==> config.mk <==
export PLATFORM = sky130hd
export DESIGN_NAME = field_sum_cal
export DESIGN_NICKNAME = d
export VERILOG_FILES = /design/src/rtl/field_sum_cal.sv
export SDC_FILE = /design/constraint.sdc
export NUM_CORES = 1
export LEC_CHECK = 0
export CAP_MARGIN = 20
export CORE_AREA = 5 5 49 83
export CTS_CLUSTER_SIZE = 8
export DETAILED_ROUTE_END_ITERATION = 10
export DIE_AREA = 0 0 54 88
export PLACE_DENSITY = 0.7
export SYNTH_ARGS = -nofsm -noshare
export SYNTH_HDL_FRONTEND = slang
export SYNTH_SLANG_ARGS = --single-unit
==> constraint.sdc <==
create_clock -name clk -period 4.51 [get_ports clk]
set_input_delay 0.902 -clock clk [delete_from_list [all_inputs] [get_ports clk]]
set_output_delay 0.902 -clock clk [all_outputs]
set_load 0.01 [all_outputs]
==> src/rtl/field_sum_cal.sv <==
// -----------------------------------------------------------------------------
// field_sum_cal
//
// Parametrised field-sum calculator. A latched DATA_W-bit word is split into
// N = DATA_W/FIELD_W fields; the block outputs field 0 plus a selected field,
// registered. It also runs an automatic sweep that emits every pairwise sum
// f0+f1 .. f0+f(N-1) on consecutive cycles.
//
// Optional feature macro: FIELD_SUM_ALL_EN
//   When defined, sel == N in IDLE returns the sum of all N fields.
//   When undefined, sel == N is treated as an out-of-range select and no
//   all-field adder is built.
//
// Reset is synchronous and active-low.
// -----------------------------------------------------------------------------
module field_sum_cal #(
    parameter int DATA_W  = 16,
    parameter int FIELD_W = 4,
    // Derived values; not meant to be overridden.
    localparam int N      = DATA_W / FIELD_W,
    localparam int SEL_W  = $clog2(N + 1),
    localparam int OUT_W  = FIELD_W + $clog2(N)
) (
    input  logic              clk,
    input  logic              rst_n,
    input  logic [DATA_W-1:0] d,
    input  logic [SEL_W-1:0]  sel,
    input  logic              sweep,
    output logic [OUT_W-1:0]  out,
    output logic              validout,
    output logic [SEL_W-1:0]  fld_idx,
    output logic              busy
);

    typedef enum logic {
        S_IDLE  = 1'b0,
        S_SWEEP = 1'b1
    } state_t;

    // Index constants sized to the select bus, so comparisons stay width-clean.
    localparam logic [SEL_W-1:0] SEL_ZERO = SEL_W'(0);
    localparam logic [SEL_W-1:0] SEL_ONE  = SEL_W'(1);
    localparam logic [SEL_W-1:0] SEL_LAST = SEL_W'(N - 1);
`ifdef FIELD_SUM_ALL_EN
    localparam logic [SEL_W-1:0] SEL_ALL  = SEL_W'(N);
`endif

    // ------------------------------------------------------------------------
    // State and datapath registers
    // ------------------------------------------------------------------------
    state_t              r_state;
    state_t              w_state_nxt;

    logic [DATA_W-1:0]   r_dreg;
    logic [SEL_W-1:0]    r_idx;
    logic [OUT_W-1:0]    r_out;
    logic                r_valid;
    logic [SEL_W-1:0]    r_fld_idx;
    logic                r_busy;

    logic [DATA_W-1:0]   w_dreg_nxt;
    logic [SEL_W-1:0]    w_idx_nxt;
    logic [OUT_W-1:0]    w_out_nxt;
    logic                w_valid_nxt;
    logic [SEL_W-1:0]    w_fld_idx_nxt;
    logic                w_busy_nxt;

    // ------------------------------------------------------------------------
    // Field extraction and arithmetic
    // ------------------------------------------------------------------------
    logic [FIELD_W-1:0]  w_field [N];
    logic [SEL_W-1:0]    w_pick_idx;
    logic [FIELD_W-1:0]  w_pick_field;
    logic [OUT_W-1:0]    w_pair_sum;
    logic                w_last_idx;

    // Slice the latched word into its fields; field k is the k-th lowest slice.
    always_comb begin
        for (int k = 0; k < N; k++) begin
            w_field[k] = r_dreg[k*FIELD_W +: FIELD_W];
        end
    end

    // The sweep walks its own index; in IDLE the external select picks the field.
    assign w_pick_idx = (r_state == S_SWEEP) ? r_idx : sel;

    // Multiplex the chosen field; indices outside 0..N-1 yield zero and are
    // never used as a result by the decode below.
    always_comb begin
        // NOTE: every variable written in a combinational block gets a default
        // first, so no path leaves it unassigned and no latch is inferred.
        w_pick_field = '0;
        for (int k = 0; k < N; k++) begin
            if (w_pick_idx == SEL_W'(k)) begin
                w_pick_field = w_field[k];
            end
        end
    end

    // Operands are zero-extended to OUT_W, which is wide enough never to overflow.
    assign w_pair_sum = OUT_W'(w_field[0]) + OUT_W'(w_pick_field);
    assign w_last_idx = (r_idx == SEL_LAST);

`ifdef FIELD_SUM_ALL_EN
    logic [OUT_W-1:0]    w_all_sum;

    // Accumulate every field of the latched word for the all-field select.
    always_comb begin
        w_all_sum = '0;
        for (int k = 0; k < N; k++) begin
            w_all_sum = w_all_sum + OUT_W'(w_field[k]);
        end
    end
`endif

    // ------------------------------------------------------------------------
    // FSM: state register
    // ------------------------------------------------------------------------
    // Hold the current mode; reset always returns to IDLE, even mid-sweep.
    always_ff @(posedge clk) begin
        // NOTE: sequential state uses non-blocking assignments so every
        // register samples its inputs from the same pre-edge values.
        if (!rst_n) begin
            r_state <= S_IDLE;
        end else begin
            r_state <= w_state_nxt;
        end
    end

    // ------------------------------------------------------------------------
    // FSM: next-state logic
    // ------------------------------------------------------------------------
    // Enter SWEEP on a sampled sweep request; leave after the last field.
    always_comb begin
        w_state_nxt = r_state;
        unique case (r_state)
            S_IDLE: begin
                if (sweep) begin
                    w_state_nxt = S_SWEEP;
                end
            end
            S_SWEEP: begin
                if (w_last_idx) begin
                    w_state_nxt = S_IDLE;
                end
            end
            default: w_state_nxt = S_IDLE;
        endcase
    end

    // ------------------------------------------------------------------------
    // FSM: output / datapath next-value logic
    // ------------------------------------------------------------------------
    // Decode the per-state register updates; anything not written holds.
    always_comb begin
        w_dreg_nxt    = r_dreg;
        w_idx_nxt     = r_idx;
        w_out_nxt     = r_out;
        w_valid_nxt   = r_valid;
        w_fld_idx_nxt = r_fld_idx;
        w_busy_nxt    = r_busy;

        unique case (r_state)
            S_IDLE: begin
                w_busy_nxt = 1'b0;
                if (sweep) begin
                    // Sweep request wins over sel; fld_idx keeps its last value.
                    w_dreg_nxt  = d;
                    w_idx_nxt   = SEL_ONE;
                    w_busy_nxt  = 1'b1;
                    w_out_nxt   = '0;
                    w_valid_nxt = 1'b0;
                end else if (sel == SEL_ZERO) begin
                    // Latch a new word; its sums are available from the next cycle.
                    w_dreg_nxt    = d;
                    w_out_nxt     = '0;
                    w_valid_nxt   = 1'b0;
                    w_fld_idx_nxt = SEL_ZERO;
                end else if (sel <= SEL_LAST) begin
                    w_out_nxt     = w_pair_sum;
                    w_valid_nxt   = 1'b1;
                    w_fld_idx_nxt = sel;
`ifdef FIELD_SUM_ALL_EN
                end else if (sel == SEL_ALL) begin
                    w_out_nxt     = w_all_sum;
                    w_valid_nxt   = 1'b1;
                    w_fld_idx_nxt = SEL_ALL;
`endif
                end else begin
                    // Out-of-range select: no result, but report what was asked.
                    w_out_nxt     = '0;
                    w_valid_nxt   = 1'b0;
                    w_fld_idx_nxt = sel;
                end
            end
            S_SWEEP: begin
                // Inputs are ignored and dreg is frozen while sweeping.
                w_out_nxt     = w_pair_sum;
                w_valid_nxt   = 1'b1;
                w_fld_idx_nxt = r_idx;
                if (w_last_idx) begin
                    w_busy_nxt = 1'b0;
                end else begin
                    w_idx_nxt  = r_idx + SEL_ONE;
                end
            end
            default: begin
                w_busy_nxt  = 1'b0;
                w_valid_nxt = 1'b0;
            end
        endcase
    end

    // ------------------------------------------------------------------------
    // Datapath registers
    // ------------------------------------------------------------------------
    // Register the decoded values; synchronous reset clears word and outputs.
    always_ff @(posedge clk) begin
        if (!rst_n) begin
            r_dreg    <= '0;
            r_idx     <= '0;
            r_out     <= '0;
            r_valid   <= 1'b0;
            r_fld_idx <= '0;
            r_busy    <= 1'b0;
        end else begin
            r_dreg    <= w_dreg_nxt;
            r_idx     <= w_idx_nxt;
            r_out     <= w_out_nxt;
            r_valid   <= w_valid_nxt;
            r_fld_idx <= w_fld_idx_nxt;
            r_busy    <= w_busy_nxt;
        end
    end

    assign out      = r_out;
    assign validout = r_valid;
    assign fld_idx  = r_fld_idx;
    assign busy     = r_busy;

endmodule

# Yosys cells after proc, flatten, opt, wreduce, memory -nomap -nowiden
# Index checks and enable logic that the tools add are counted.
dict set report totals {
  inputBits 22
  elab_cells 50
  register_bits 31
}
dict set report classes {
  n_eq_ne 8
  reduce_logical 5
  muxes 26
  n_lt_le_gt_ge 1
  addsub 2
  bitwise_logic 1
}
# operator count
set op_table {}
lappend op_table {{$mux 16} 2}
lappend op_table {{$mux 4} 4}
lappend op_table {{$mux 3} 5}
lappend op_table {{$mux 5} 3}
lappend op_table {{$pmux 3 s2} 2}
lappend op_table {{$pmux 6 s2} 1}
lappend op_table {{$eq 3x2->1 const B} 3}
lappend op_table {{$logic_not 3->1} 2}
lappend op_table {{$mux 1} 6}
lappend op_table {{$ne 2x2->1 const B} 3}
lappend op_table {{$pmux 1 s2} 3}
lappend op_table {{$add 4x4->5} 1}
lappend op_table {{$reduce_and 2->1} 2}
lappend op_table {{$add 3x1->3 const B} 1}
lappend op_table {{$eq 3x1->1 const B} 1}
lappend op_table {{$le 3x2->1 const B} 1}
lappend op_table {{$ne 2x1->1 const B} 1}
lappend op_table {{$reduce_bool 2->1} 1}
lappend op_table {{$not 1->1} 1}

# Depth between registers and ports, before layout
dict set report depth {
  depth_word 11
  depth_mapped 10
}

# Worst setup path before layout
# OpenSTA, ideal clock, no wires.
dict set report synth_path {
  path_type {input-to-reg}
  start {input sel[0]}
  end {register r_out[4] (netlist: out[4])}
  cell_stages 10
  t_arrival_ns 2.529
  slack_ns 1.851
  required_ns 4.381
  path_cell_list {mux2_4 > buf_6 > mux2i_1 > o22ai_1 > o21a_1 > ha_1 > fa_1 > a21o_1 > a21oi_1 > nor2_1}
}
dict set report synth_between {
  elab_chain_cells 11
}
# element line
set synth_rtl {}
lappend synth_rtl {{start: declaration} 27} ;# input logic [SEL_W-1:0] sel,
lappend synth_rtl {{$mux 3} 85} ;# assign w_pick_idx = (r_state == S_SWEEP) ? r_idx : sel;
lappend synth_rtl {{$logic_not 3->1} 94} ;# if (w_pick_idx == SEL_W'(k)) begin
lappend synth_rtl {{$mux 4 (4 in a row)} 94}
lappend synth_rtl {{$add 4x4->5} 101} ;# assign w_pair_sum = OUT_W'(w_field[0]) + OUT_W'(w_pick_field);
lappend synth_rtl {{$mux 5} 179} ;# end else if (sel <= SEL_LAST) begin
lappend synth_rtl {{$mux 5} 173} ;# end else if (sel == SEL_ZERO) begin
lappend synth_rtl {{$mux 5} 166} ;# if (sweep) begin
lappend synth_rtl {{$pmux 6 s2 (*)} 163} ;# unique case (r_state)
lappend synth_rtl {{end signal: assignment} 229} ;# r_out <= w_out_nxt;
lappend synth_rtl {{end: declaration} 56} ;# logic [OUT_W-1:0] r_out;
# Mark *: on every way between the ends. The rest lies on a longest branch, timed or not. The select of a mux whose other input is x is not followed.
# A chain may end at the register's enable or synchronous reset.

# Worst setup path in the final report
dict set report layout_path {
  start {input sel[2]}
  end {register r_out[4] (netlist: out[4])}
}
# Same word-level chain as after synthesis.

==> results.json <==
{
  "status": "finished, final reports clean",
  "crit_fanout": 5,
  "rsz0062_at_grt": "false",
  "fin_skew_ns": 0.00193,
  "clk_pin_slew_ns": 0.06,
  "finalNetCount": 204,
  "maxClockFrequency_mhz": 338,
  "htree_levels": 2,
  "die-area_um2": 4750,
  "rr_startpoint": "r_state",
  "leakage_nw": 0.812,
  "crit_arrival_ns": 3.11,
  "antennaDiodeCount": 0,
  "grtUsageTotal_pct": 14.7,
  "finalWirelength_um": 2960,
  "grt_pass1_vias": 1128,
  "layout_setup_ws_ns": 1.55,
  "syn_area_per_cell_um2": 10.0,
  "post_cts_resized": 0,
  "place.gp.congestion": 0.836,
  "final_layout_size_suffix_gt1_share_pct": 5.14,
  "drv_cap": 0,
  "dr.first_iter.drc_count": 15,
  "ios": 33,
  "antenna_found_initial": 0,
  "synth_xor_area_share_pct": 1.22,
  "worst_path_max_delay_cell": "clkdlybuf4s50_1",
  "fin_setup_tns_ns": 0,
  "drtPass1Iterations": 4,
  "netlist_area_um2": 1440,
  "worst_pin_slew_ns": 1.07,
  "row_count": 28,
  "ys_seq_elements": 30,
  "cts_tree": "yes",
  "critPathLaunch": "sel[2]",
  "top_layer": "met4",
  "port_buffers": 31,
  "synth_nets": 173,
  "muxShareOfSynthArea_pct": 17.1,
  "min_period_ns": 2.96,
  "report.final.slew_viol_count": 0,
  "vias": 1070,
  "gr-total-overflow": 0,
  "met1_length_um": 1150,
  "fillerInstances": 313,
  "min_period_over_period_pct": 65.6,
  "p_per_area_nw_per_um2": 343,
  "pre_cts_slack_ns": 1.28,
  "holdBufCountCts": 0,
  "finalSetupViolCount": 0,
  "worstSetupEndpointType": "flop",
  "crit_chain": "clkdlybuf4s50_1 > nor2_1 > a32oi_1 > o22ai_1 > o21a_1 > ha_1 > fa_1 > a21o_1 > a21oi_1 > nor2_1",
  "grt_pass1_wl_um": 5000,
  "dpl.hpwl_um": 2340,
  "ys_seq_area_share_pct": 41.8,
  "wl_per_cell_um": 13.5,
  "clock_path_buffers": 2,
  "min_from": "busy",
  "met3_length_um": 119,
  "hold_path.class": "reg -> reg",
  "irDropWorstVdd_mv": 0.271,
  "synth_compound_area_share_pct": 11.0,
  "critPathTopFamily": "compound AO/OA/AOI/OAI gates",
  "die_h_um": 88,
  "cts-root-buf": "clkbuf_8",
  "grt_max_degree": 25,
  "critPathLaunchType": "input port",
  "synth_top_family_by_area": "multiplexers",
  "critical_path_class": "in -> reg",
  "synthDistinctLibCells": 29,
  "synth_warnings": 0,
  "clk_latency_ns": 0.28,
  "hold_viol_final": 0,
  "worst-path-buf-inv": 1,
  "maxSlewHeadroom_pct": 28.8,
  "cp_common_cell": "nor2_1",
  "syn-instance-count": 143,
  "post-cts-setup-buffer-count": 0,
  "vias_per_cell": 4.86,
  "place_area_um2": 1750,
  "design_area_um2": 1840,
  "cp_slowest_stage_delay_ns": 0.55,
  "crit_required_ns": 4.66,
  "die_w_um": 54,
  "ant_nets": 0,
  "coreArea_um2": 3330,
  "clock_sinks": 30,
  "drc": 0,
  "initial_core_util_pct": 43.1,
  "yosys.area_share.simple_pct": 16.9,
  "wl_met2_um": 1620,
  "cts_buffers": 5,
  "synth-adder-area-share_pct": 7.50,
  "syn2layout_area_growth_pct": 28.5
}
==> cell type report <==
class | count | area, um2 | area share (%)
multi-input cells | 104 | 778 | 42.2
flip-flops and latches | 30 | 601 | 32.6
repair buffers | 31 | 310 | 16.8
clock buffers | 7 | 86.3 | 4.68
well taps | 45 | 56.3 | 3.05
inverters | 2 | 7.51 | 0.407
clock inverters | 1 | 5.00 | 0.271
==> metal layers <==
metal / vias to the layer above / track usage, %
li1: 550 / -
met1: 489 / 14.3
met2: 24 / 26.5
met3: 7 / 5.11
met4: 0 / 6.80
met5: - / 0
==> placed cells by master (no fill, tap or decap), types with 2 or more instances in the layout <==
master	netlist	layout
a21o_1	2	2
a21oi_1	3	3
and2_1	6	6
clkbuf_8	0	6
clkdlybuf4s50_1	0	31
dfxtp_1	30	30
ha_1	7	7
inv_1	2	2
mux2i_1	23	23
nand2_1	6	6
nand2b_1	2	2
nor2_1	10	10
nor2b_1	17	17
nor3_1	3	3
o211a_1	2	2
o21a_1	5	5
o21ai_0	3	3
o22ai_1	5	5
==> report_power, final <==
part	internal, mW	switching [mW]
Sequential	0.284	0.0155
Combinational	0.0666	0.0497
Clock	0.123	0.0935
Total	0.473	0.159
==> worst paths after layout <==
| path | endpoint | slack [ns] | cells after the start |
|---|---|---|---|
| worst min register to register | busy | 0.48 | 1 |
| worst min-delay path | busy | 0.48 | 1 |
| worst max register to register | out[4] | 2.02 | 9 |
| worst max-delay path | out[4] | 1.55 | 10 |
==> metrics by stage <==
step,hold WS [ns],power [mW],utilization [%],cells
finish,0.483,0.632,55.4,220
global route,0.523,0.670,55.4,220
CTS,0.490,0.642,55.4,220
detailed placement,0.471,0.423,52.7,212
global placement,0.456,0.421,52.7,212
floorplan,0.485,0.379,-,143
==> cells by family after synthesis <==
group | count (synthesis)
AND/OR/NAND/NOR | 46
flip-flops | 30
multiplexers | 24
AO/OA/AOI/OAI | 23
buffers and inverters | 9
adder cells (fa/ha/maj) | 8
XOR/XNOR | 2
other | 1
==> cell usage after synthesis <==
cell type,count,area share [%]
xnor2_1,1,0.61
mux2i_1,23,16
clkbuf_1,2,0.52
buf_6,2,1.6
inv_1,2,0.52
a21o_1,2,1.0
a21boi_0,1,0.52
o21ai_0,3,1.0
nand2_1,6,1.6
o21a_1,5,2.6
o21bai_1,1,0.52
a32oi_1,1,0.61
nand3_1,1,0.35
conb_1,1,0.26
dfxtp_1,30,42
buf_4,3,1.6
o22ai_1,5,2.2
a21oi_1,3,1.0
nor2_1,10,2.6
nor3_1,3,1.0
or2_1,1,0.44
fa_1,1,1.4
xor2_1,1,0.61
and2_1,6,2.6
ha_1,7,6.1
nand2b_1,2,0.87
nor2b_1,17,7.4
mux2_4,1,1.0
o211a_1,2,1.4
==> state kept, by name, indices dropped and copies added, names as in the netlist <==
signal	flops
fld_idx	3
r_idx	3
r_state	1
r_dreg	16
validout	1
out	5
busy	1
(Power assumes the default switching activity.)
